===== src/rtl/mult_acc_ci_if.sv =====
// Nios II custom-instruction handshake bundle between the CPU (master) and mult_acc_ci (slave).
// Request: clk_en/start/n/dataa/datab; completion: done/result, plus busy and sticky ovf status.
interface mult_acc_ci_if;
   logic        clk_en;
   logic        start;
   logic [1:0]  n;
   logic [31:0] dataa;
   logic [31:0] datab;
   logic        done;
   logic [31:0] result;
   logic        busy;
   logic        ovf;

   modport master (
      output clk_en, start, n, dataa, datab,
      input  done, result, busy, ovf
   );

   modport slave (
      input  clk_en, start, n, dataa, datab,
      output done, result, busy, ovf
   );
endinterface


===== src/rtl/mult_acc_ci.sv =====
// MUL/MAC/READ/CLEAR custom-instruction front end for an external 32x32 multiplier; done MUL_LATENCY+2 cycles after start for MUL/MAC, 1 for READ/CLEAR.
// No queuing: start while busy is dropped, and clk_en low freezes every register.
module mult_acc_ci #(
   parameter int MUL_LATENCY = 0,
   parameter int CNT_W       = 4
) (
   input  logic              i_clk,
   input  logic              i_rst_n,
   mult_acc_ci_if.slave      ci_if,
   output logic [31:0]       o_mul_dataa,
   output logic [31:0]       o_mul_datab,
   input  logic [31:0]       i_mul_result
);

   typedef enum logic [1:0] {
      S_IDLE = 2'd0,
      S_WAIT = 2'd1,
      S_DONE = 2'd2
   } state_t;

   localparam logic [CNT_W-1:0] LAT_CNT = CNT_W'(MUL_LATENCY);

   state_t           r_state, w_state_nxt;
   logic             r_mac,   w_mac_nxt;
   logic [CNT_W-1:0] r_cnt,   w_cnt_nxt;
   logic [31:0]      r_acc,   w_acc_nxt;
   logic             r_ovf,   w_ovf_nxt;
   logic [31:0]      r_result, w_result_nxt;
   logic             r_done,  w_done_nxt;
   logic [31:0]      r_mul_dataa, w_mul_dataa_nxt;
   logic [31:0]      r_mul_datab, w_mul_datab_nxt;
   logic [32:0]      w_sum;

   // 33-bit sum so the MAC carry-out feeds the sticky overflow flag
   assign w_sum = {1'b0, r_acc} + {1'b0, i_mul_result};

   always_comb begin
      w_state_nxt     = r_state;
      w_mac_nxt       = r_mac;
      w_cnt_nxt       = r_cnt;
      w_acc_nxt       = r_acc;
      w_ovf_nxt       = r_ovf;
      w_result_nxt    = r_result;
      w_done_nxt      = 1'b0;
      w_mul_dataa_nxt = r_mul_dataa;
      w_mul_datab_nxt = r_mul_datab;

      case (r_state)
         S_IDLE: begin
            if (ci_if.start) begin
               w_mac_nxt = (ci_if.n == 2'd1);
               case (ci_if.n)
                  2'd0, 2'd1: begin
                     w_mul_dataa_nxt = ci_if.dataa;
                     w_mul_datab_nxt = ci_if.datab;
                     w_cnt_nxt       = LAT_CNT;
                     w_state_nxt     = S_WAIT;
                  end
                  2'd2: begin
                     w_result_nxt = r_acc;
                     w_done_nxt   = 1'b1;
                     w_state_nxt  = S_DONE;
                  end
                  default: begin
                     w_acc_nxt    = '0;
                     w_ovf_nxt    = 1'b0;
                     w_result_nxt = '0;
                     w_done_nxt   = 1'b1;
                     w_state_nxt  = S_DONE;
                  end
               endcase
            end
         end
         S_WAIT: begin
            if (r_cnt != '0) begin
               w_cnt_nxt = r_cnt - CNT_W'(1);
            end else begin
               if (r_mac) begin
                  w_acc_nxt    = w_sum[31:0];
                  w_ovf_nxt    = r_ovf | w_sum[32];
                  w_result_nxt = w_sum[31:0];
               end else begin
                  w_acc_nxt    = i_mul_result;
                  w_ovf_nxt    = 1'b0;
                  w_result_nxt = i_mul_result;
               end
               w_done_nxt  = 1'b1;
               w_state_nxt = S_DONE;
            end
         end
         S_DONE: begin
            w_state_nxt = S_IDLE;
         end
         default: begin
            w_state_nxt = S_IDLE;
         end
      endcase
   end

   always_ff @(posedge i_clk or negedge i_rst_n) begin
      if (!i_rst_n) begin
         r_state     <= S_IDLE;
         r_mac       <= 1'b0;
         r_cnt       <= '0;
         r_acc       <= '0;
         r_ovf       <= 1'b0;
         r_result    <= '0;
         r_done      <= 1'b0;
         r_mul_dataa <= '0;
         r_mul_datab <= '0;
      end else if (ci_if.clk_en) begin
         r_state     <= w_state_nxt;
         r_mac       <= w_mac_nxt;
         r_cnt       <= w_cnt_nxt;
         r_acc       <= w_acc_nxt;
         r_ovf       <= w_ovf_nxt;
         r_result    <= w_result_nxt;
         r_done      <= w_done_nxt;
         r_mul_dataa <= w_mul_dataa_nxt;
         r_mul_datab <= w_mul_datab_nxt;
      end
   end

   assign ci_if.done   = r_done;
   assign ci_if.result = r_result;
   assign ci_if.busy   = (r_state != S_IDLE);
   assign ci_if.ovf    = r_ovf;
   assign o_mul_dataa  = r_mul_dataa;
   assign o_mul_datab  = r_mul_datab;

endmodule

===== src/flat_wrapper.sv =====
// flat-port wrapper written by rule: the top's interface ports become plain ports
module mult_acc_ci_flat 
#(
   parameter int MUL_LATENCY = 0,
   parameter int CNT_W       = 4
)
  (i_clk, i_rst_n, o_mul_dataa, o_mul_datab, i_mul_result, ci_if_clk_en, ci_if_start, ci_if_n, ci_if_dataa, ci_if_datab, ci_if_done, ci_if_result, ci_if_busy, ci_if_ovf);
  mult_acc_ci_if ci_if_i ();
  input  logic i_clk;
  input  logic i_rst_n;
  output logic [31:0] o_mul_dataa;
  output logic [31:0] o_mul_datab;
  input  logic [31:0] i_mul_result;
  input wire logic [$bits(ci_if_i.clk_en)-1:0] ci_if_clk_en;
  input wire logic [$bits(ci_if_i.start)-1:0] ci_if_start;
  input wire logic [$bits(ci_if_i.n)-1:0] ci_if_n;
  input wire logic [$bits(ci_if_i.dataa)-1:0] ci_if_dataa;
  input wire logic [$bits(ci_if_i.datab)-1:0] ci_if_datab;
  output wire logic [$bits(ci_if_i.done)-1:0] ci_if_done;
  output wire logic [$bits(ci_if_i.result)-1:0] ci_if_result;
  output wire logic [$bits(ci_if_i.busy)-1:0] ci_if_busy;
  output wire logic [$bits(ci_if_i.ovf)-1:0] ci_if_ovf;
  assign ci_if_i.clk_en = ci_if_clk_en;
  assign ci_if_i.start = ci_if_start;
  assign ci_if_i.n = ci_if_n;
  assign ci_if_i.dataa = ci_if_dataa;
  assign ci_if_i.datab = ci_if_datab;
  assign ci_if_done = ci_if_i.done;
  assign ci_if_result = ci_if_i.result;
  assign ci_if_busy = ci_if_i.busy;
  assign ci_if_ovf = ci_if_i.ovf;
  mult_acc_ci #(.MUL_LATENCY(MUL_LATENCY), .CNT_W(CNT_W)) u_core (.i_clk(i_clk), .i_rst_n(i_rst_n), .ci_if(ci_if_i), .o_mul_dataa(o_mul_dataa), .o_mul_datab(o_mul_datab), .i_mul_result(i_mul_result));
endmodule

===== config.mk =====
export PLATFORM = sky130hd
export DESIGN_NAME = mult_acc_ci_flat
export DESIGN_NICKNAME = d
export VERILOG_FILES = /design/src/rtl/mult_acc_ci_if.sv /design/src/rtl/mult_acc_ci.sv /design/src/flat_wrapper.sv
export SDC_FILE = /design/constraint.sdc
export NUM_CORES = 1
export LEC_CHECK = 0
export ABC_AREA = 1
export BUFFER_PORTS_ARGS = -buffer_cell sky130_fd_sc_hd__buf_4
export CORE_UTILIZATION = 54
export DETAILED_ROUTE_END_ITERATION = 6
export PLACE_DENSITY = 0.78
export SYNTH_ARGS = -nofsm -noshare
export SYNTH_HDL_FRONTEND = slang
export SYNTH_SLANG_ARGS = --single-unit
export TNS_END_PERCENT = 20

===== constraint.sdc =====
create_clock -name i_clk -period 2.57 [get_ports i_clk]
set_input_delay 0.3855 -clock i_clk [delete_from_list [all_inputs] [get_ports i_clk]]
set_output_delay 0.3855 -clock i_clk [all_outputs]
set_load 0.01 [all_outputs]

==> impl_results.md, run 1 <==
* Largest cells by area after synthesis: sky130_fd_sc_hd__dfrtp_1 42%, sky130_fd_sc_hd__nand2_1 13%, sky130_fd_sc_hd__mux2_2 8.9%, sky130_fd_sc_hd__inv_1 6.2%, sky130_fd_sc_hd__nor2_1 5.7%
* Most instantiated flip-flop cell in the synthesis netlist: sky130_fd_sc_hd__dfrtp_1
* Min-delay src: ci_if_dataa[22]
* Fraction of registers with async set/reset at between 90% and 100%
* Summed instance area of the synthesized netlist at 8090 µm²
* Number of antenna violations at the first check in global routing at 0
* Total clock buffers created by CTS at 17
* Largest net degree at the start of global routing at 71
* Highest attainable clock frequency at 425 MHz
* Kind of launch point of the worst setup path: flop
* Syn-to-layout area delta at 29.3%
* Later-pin clock latency in the skew report at 0.43 ns
* List of most frequent post-synthesis cells: 289 x sky130_fd_sc_hd__nand2_1, 137 x sky130_fd_sc_hd__dfrtp_1, 134 x sky130_fd_sc_hd__inv_1
* Post-synthesis sequential area ratio at 42.4%
* Gate power share at 49.9%
* Final cell utilization of the core at 71.7%
* Part of the total power dissipated in sequential elements at 29.7%
* Biggest fanout along the worst timing path at 4
* Via count of the first global-routing pass at 7528
* Area occupied by registers at 3430 µm²
* Combined area of the multi-input logic cells at 3980 µm²
* Cell count after synthesis at 1049
* Clock sink count at 137
* Category of the most critical setup path: flop to flop
* Global-route wire length before repair at around 37000 µm
* Reg2Reg Capture Point: u_core.r_acc[20]
* Pre-Repair DR Iteration Count at 5
* Post-CTS Resized at 0
* Total global routing track utilization at 30.1%
* Count of cells along the worst hold path at 2
* Routed Antenna Nets at 0
* TritonCTS clock tree: built
* Most instantiated library cell after synthesis: sky130_fd_sc_hd__nand2_1
* Worst Hold Endpoint: u_core.o_mul_dataa[22]
* Internal cell power at 7.74 mW
* Type of the tightest min-delay check: input pin to flop
* Register-to-Register Path Depth at 12
* Final setup viols at 0
* Largest vdd supply drop at 686 µV
* Count of warnings emitted by yosys at 0
* Placed Instances at 1413
* Arrival time at the worst endpoint at ~2.7 ns
* Tightest Pin Transition at 0.696 ns
* Port bufs at 200
* Post-synthesis net count at 1185
* Net Switching at roughly 5.4 mW
* Fraction of layout instances using a drive strength above 1 at around 26%
* Switching Share at 41.1%
* Distinct cell type count of the synthesized netlist at 33
* Kind of end point of the critical path: flop
* Max H-tree Level at 4
* Critical Path Slowest Stage Cell: sky130_fd_sc_hd__fa_1
* Maximum root-to-sink buffer count at 2
* Routed vias at 7538
* Aggregate routed wire length at about 22000 µm
* Number of slew-limit violations in the final report at 0
* RR Startpoint: u_core.r_acc[0]
* Avg Cell Area, Syn at 7.71 µm²
* Post-DR wirelength/cell at 15.3 µm
* Register clock-pin slew on the reported worst setup and hold paths at 0.06 ns
* Share of the clock period used by the worst path after layout at 91.6%
* Final hold vios at 0
* Worst path buffer plus inverter count at 0
* Number of stages on the worst setup path at 12
* Stage delay of the slowest cell on the critical path at around 0.45 ns
* Clock root buffer: sky130_fd_sc_hd__clkbuf_16
* Initial cell density of the core at 55.4%
* Pwr dens at between 1000 and 1500 nW/µm²
* Row count at between 40 and 50
* Final std cells w/o fill at 1446
* Number of top-level pins at ~200
* Slew margin rel. at 53.6%
* Y dimension of the die at 124 µm
* Global route overflow at 0
* Outcome: completed
* Final-layout setup total negative slack at 0 ns
* Area share of the largest cell type after synthesis at 42.4%
* Initial drt markers at 403
* Static Leakage at 5.61 nW
* Max Clock Skew at 0.00962 ns
* Final critical delay including setup and external delays at 2.35 ns
* Clock network fraction of total power at 20.5%
* Floorplan Core Area at 14600 µm²
* Top cell family by delay on the critical path: simple AND/OR/NAND/NOR gates
* Flop-to-flop setup slack at 0.22 ns
* Gp weighted congestion at approximately 1
* Cell chain of the critical path: ha_1 > fa_1 > nand3_1 > nand3_1 > nand3_1 > nand3b_1 > nand2_1 > nand2_1 > nand2_1 > nand3_1 > nand2_1 > o21ai_0
* Setup repair after global routing missed its margin: no
* Filler cells at between 1000 and 1500
* Register bit total from synthesis at 137
* Crit path required time at around 2.9 ns
* NumNets Final at 1385
* Most area-hungry cell type in the Yosys netlist: sky130_fd_sc_hd__dfrtp_1
* Critical path launch point: u_core.r_acc[0]
* Reported max-cap violation count at 0
* DPL Wire Length at 16200 µm
* Ratio of routed vias to standard cells at 5.21
* Remaining routing DRC violations at 0
* Post-synth EDFFs at 0
* Horizontal die dimension at about 120 µm
* DIE AREA at around 15000 µm²
* Antenna cell count at 0
==> cell usage in the layout (no fill, tap or decap), types with 2 or more instances in the layout <==
cell type,count
sky130_fd_sc_hd__a21oi_1,75
sky130_fd_sc_hd__a31oi_1,6
sky130_fd_sc_hd__and2_1,2
sky130_fd_sc_hd__buf_12,3
sky130_fd_sc_hd__buf_4,209
sky130_fd_sc_hd__bufinv_16,4
sky130_fd_sc_hd__clkbuf_16,17
sky130_fd_sc_hd__clkinvlp_4,3
sky130_fd_sc_hd__dfrtp_1,137
sky130_fd_sc_hd__ha_1,33
sky130_fd_sc_hd__inv_1,134
sky130_fd_sc_hd__inv_2,6
sky130_fd_sc_hd__inv_6,4
sky130_fd_sc_hd__inv_8,2
sky130_fd_sc_hd__mux2_2,64
sky130_fd_sc_hd__nand2_1,288
sky130_fd_sc_hd__nand2_2,2
sky130_fd_sc_hd__nand3_1,59
sky130_fd_sc_hd__nand3b_1,2
sky130_fd_sc_hd__nor2_1,123
sky130_fd_sc_hd__nor3_1,4
sky130_fd_sc_hd__o211ai_1,7
sky130_fd_sc_hd__o21ai_0,36
sky130_fd_sc_hd__o21ai_1,6
sky130_fd_sc_hd__o21ai_2,6
sky130_fd_sc_hd__o22ai_1,4
sky130_fd_sc_hd__xnor2_1,5
sky130_fd_sc_hd__xor2_1,9
==> state kept, by name (all words and copies together) (netlist names) <==
name,count
u_core.r_state,2
u_core.r_cnt,4
u_core.o_mul_dataa,32
u_core.ci_if.done,1
u_core.o_mul_datab,32
u_core.ci_if.ovf,1
u_core.ci_if.result,32
u_core.r_acc,32
u_core.r_mac,1
==> through the flow <==
stage          total power, mW  instance area (µm²)  setup WS, ns  hold slack [ns]
6_report                  13.1                10500         0.215            0.187
5_1_grt                   14.1                10500        0.0284            0.167
4_1_cts                   13.2                10500         0.251            0.168
3_5_place_dp              10.4                 9810         0.134            0.447
3_3_place_gp              10.3                 9810         0.192            0.449
2_1_floorplan             7.87                 8090         0.598           0.0899
==> worst reg2reg max path, delay by kind of cell (launching register included) <==
kind / cells / cell delay [ns]
and+or+nand+nor: 9 / 1.06
adders and majority gates: 2 / 0.69
DFF: 1 / 0.40
AOI/OAI and AO/OA: 1 / 0.08
==> repair_timing <==
action | in CTS | in global routing
buffers inserted | 0 | 0
hold endpoints to repair | 29 | 0
hold buffers | 1 | 0
==> worst max-delay path by stage <==
stage                         endpoint  slack, ns
3_5_place_dp          u_core.r_acc[20]       0.13
3_3_place_gp          u_core.r_acc[20]       0.19
6_report              u_core.r_acc[20]       0.22
5_1_grt               u_core.r_acc[28]       0.03
2_1_floorplan  u_core.ci_if.result[16]       0.60
4_1_cts               u_core.r_acc[20]       0.25
==> logic make-up (layout without fill, tap and decap cells) <==
logic type / Yosys count / count (layout) / share of synthesized area, %
AOI/OAI and AO/OA: 143 / 143 / 9.70
xor gates and xnor gates: 14 / 14 / 1.52
adders and majority gates: 34 / 34 / 5.35
buffers and inverters: 173 / 386 / 8.38
DFF: 137 / 137 / 42.4
muxes: 64 / 64 / 8.91
and+or+nand+nor: 484 / 484 / 23.7
==> power groups by stage <==
stage	logic, mW	clock network (mW)	registers [mW]
after floorplan	3.70	0	4.17
after global placement	6.42	0	3.85
after detailed placement	6.52	0	3.90
after CTS	6.56	2.73	3.90
after global routing	7.28	2.83	4.03
final	6.55	2.69	3.90
==> metal layers <==
layer | up-vias | global-route usage (%) | share of wire (%) | routed length [µm]
met5 | - | 0 | 0 | 0
met4 | 0 | 12.9 | 3.0 | 676
met3 | 48 | 5.84 | 5.1 | 1140
met2 | 235 | 50.7 | 49 | 10800
met1 | 3517 | 37.6 | 43 | 9580
li1 | 3738 | - | - | -
==> layout make-up <==
class                      count  area share (%)
multi-input combinational    739            38.1
sequential                   137            32.8
timing repair buffer         214            15.8
inverter                     140            5.03
clock buffer                  17            4.07
tap                          184            2.20
clock inverter                15            2.05
No activity file was read; power rests on OpenSTA's default activity.
==> inputs of run 2 (changes only) <==
Settings changed: CELL_PAD_IN_SITES_DETAIL_PLACEMENT set to 1, CELL_PAD_IN_SITES_GLOBAL_PLACEMENT set to 2, CORE_UTILIZATION 54 to 30, PLACE_DENSITY 0.78 to 0.77, SLEW_MARGIN set to 20.
==> impl_results.md, run 2 (synthesis gave the netlist of run 1 again) <==
* Outcome: complete, but fails checks
* Violated checks: DRC
* Pre-CTS setup slack at 0.0816 ns
* Y dimension of the die at ~170 µm
* Number of slew-limit violations in the final report at 0
* Floorplan Core Area at around 26000 µm²
* Post-DR wirelength/cell at 17.2 µm
* Count of cells along the worst hold path at 2
* Later-pin clock latency in the skew report at 0.43 ns
* Arrival time at the worst endpoint at 2.61 ns
* Category of the most critical setup path: flop to flop
* Remaining routing DRC violations at 4
* Final WS setup at 0.258 ns
* Final Cell Area at between 10000 and 15000 µm²
* Global-route wire length before repair at 44300 µm
* Number of stages on the worst setup path at 12
* Share of the clock period used by the worst path after layout at 90.0%
* Top cell family by delay on the critical path: simple AND/OR/NAND/NOR gates
* Power after layout at 13.3 mW
* Syn-to-layout area delta at 31.3%
* Min-delay src: ci_if_dataa[11]
* Number of antenna violations at the first check in global routing at 0
* Crit path required time at 2.87 ns
* Gp weighted congestion at 0.824
* Clock root buffer: sky130_fd_sc_hd__clkbuf_16
* Register-to-Register Path Depth at 12
* RR Startpoint: u_core.r_acc[2]
* Total global routing track utilization at 20.6%
* Final critical delay including setup and external delays at 2.31 ns
* Clock sink count at 137
* NumNets Final at roughly 1400
* Filler cells at around 3200
* TritonCTS clock tree: built
* Fraction of layout instances using a drive strength above 1 at 26.1%
* Flop-to-flop setup slack at 0.26 ns
* Register clock-pin slew on the reported worst setup and hold paths at 0.07 ns
* Kind of launch point of the worst setup path: flop
* Area occupied by registers at 3430 µm²
* Final hold vios at 0
* Initial cell density of the core at 30.8%
* Type of the tightest min-delay check: input pin to flop
* Total clock buffers created by CTS at 17
* Final setup viols at 0
* Clock network fraction of total power at 19.2%
* Setup repair after global routing missed its margin: no
* Pwr dens at 1250 nW/µm²
* Area post-placement at 10000 µm²
* Highest attainable clock frequency at 433 MHz
* Final cell utilization of the core at 40.4%
* Static Leakage at about 5.6 nW
* Critical Path Slowest Stage Cell: sky130_fd_sc_hd__dfrtp_1
* Switching Share at 43.0%
* Number of setup buffers added after CTS at 0
* Antenna cell count at 0
* Final-layout setup total negative slack at 0 ns
* Pre-Repair DR Iteration Count at 6
* Gate power share at between 50 and 60%
* Number of top-level pins at between 200 and 250
* DIE AREA at approximately 28000 µm²
* Port bufs at 200
* Max H-tree Level at 4
* Worst path buffer plus inverter count at 0
* Net Switching at 5.71 mW
* DPL Wire Length at around 21000 µm
* Row count at 59
* Worst Hold Endpoint: u_core.o_mul_dataa[11]
* Largest net degree at the start of global routing at 60
* Maximum root-to-sink buffer count at 2
* Placed Instances at 1566
* Most numerous cell on the critical path: sky130_fd_sc_hd__nand2_1
* Biggest fanout along the worst timing path at 7
* Internal cell power at 7.57 mW
* Aggregate routed wire length at 27500 µm
* Reg2Reg Capture Point: u_core.r_acc[29]
* Reported max-cap violation count at 0
* Worst hold slack at between 0.15 and 0.2 ns
* Tightest Pin Transition at 0.791 ns
* Most common cell after layout, fill and taps aside: sky130_fd_sc_hd__nand2_1
* Part of the total power dissipated in sequential elements at 29.5%
* Cell chain of the critical path: ha_1 > or2_2 > nand3_1 > nand2_1 > nand2_1 > nand2_1 > nand2_1 > nand2_1 > nand2_1 > nand3_1 > nand2_1 > o21ai_1
* Via count of the first global-routing pass at 8037
* Commonest non-fill, non-tap cells in the layout: 288 x sky130_fd_sc_hd__nand2_1, 211 x sky130_fd_sc_hd__buf_4, 136 x sky130_fd_sc_hd__dfrtp_1, 134 x sky130_fd_sc_hd__inv_1, 123 x sky130_fd_sc_hd__nor2_1
* Stage delay of the slowest cell on the critical path at 0.42 ns
* Largest vdd supply drop at 451 µV
* Initial drt markers at 337
* Slew margin rel. at 47.2%
* Routed Antenna Nets at 0
* Final std cells w/o fill at roughly 1600
* Ratio of routed vias to standard cells at around 4.7
* Combined area of the multi-input logic cells at 3990 µm²
* Routed vias at 7561
* Kind of end point of the critical path: flop
* Horizontal die dimension at 166 µm
* Max Clock Skew at 0.0139 ns
* Global route overflow at 0
==> run 2: cell count changes in the layout (fill, tap and decap cells not counted), sizes merged <==
cell,before,now
clkinv,2,5
buf,213,215
bufinv,4,2
clkbuf,17,18
clkinvlp,3,2
inv,146,145
==> run 2: worst max-delay path by stage <==
| stage | start | endpoint |
|---|---|---|
| after global placement | i_mul_result[0] | u_core.r_acc[24] |
| after CTS | u_core.r_acc[0] | u_core.r_acc[24] |
| final | u_core.r_acc[2] | u_core.r_acc[29] |
| after global routing | u_core.r_acc[3] | u_core.r_acc[31] |
| after detailed placement | i_mul_result[0] | u_core.r_acc[24] |
| after floorplan | i_mul_result[0] | u_core.ci_if.result[16] |
==> run 2: layout make-up <==
class	instances	share of cell area, %
multi-input combinational	739	37.6
sequential	137	32.3
timing repair buffer	216	15.7
inverter	140	4.95
clock buffer	18	4.04
tap	335	3.95
clock inverter	14	1.54
==> run 2: repair_timing <==
item | in CTS | in global routing
resized for setup | 0 | 2
hold endpoints to repair | 54 | 0
hold buffers | 1 | 0
endpoints found under the setup margin | 0 | 2
==> run 2: power by group through the flow <==
| stage | combinational [mW] | sequential [mW] | clock (mW) |
|---|---|---|---|
| after floorplan | 3.70 | 4.17 | 0 |
| after global placement | 6.76 | 3.89 | 0 |
| after detailed placement | 6.86 | 3.95 | 0 |
| after CTS | 6.91 | 3.92 | 2.63 |
| after global routing | 7.60 | 4.06 | 2.72 |
| final | 6.80 | 3.92 | 2.55 |
==> run 2: routing by layer <==
metal  wire (µm)  GRT usage [%]  up-vias
met5           0              0        -
met4         264           4.63        0
met3        1140           3.79       14
met2       12800           33.6      142
met1       13300           28.1     3661
li1            -              -     3744
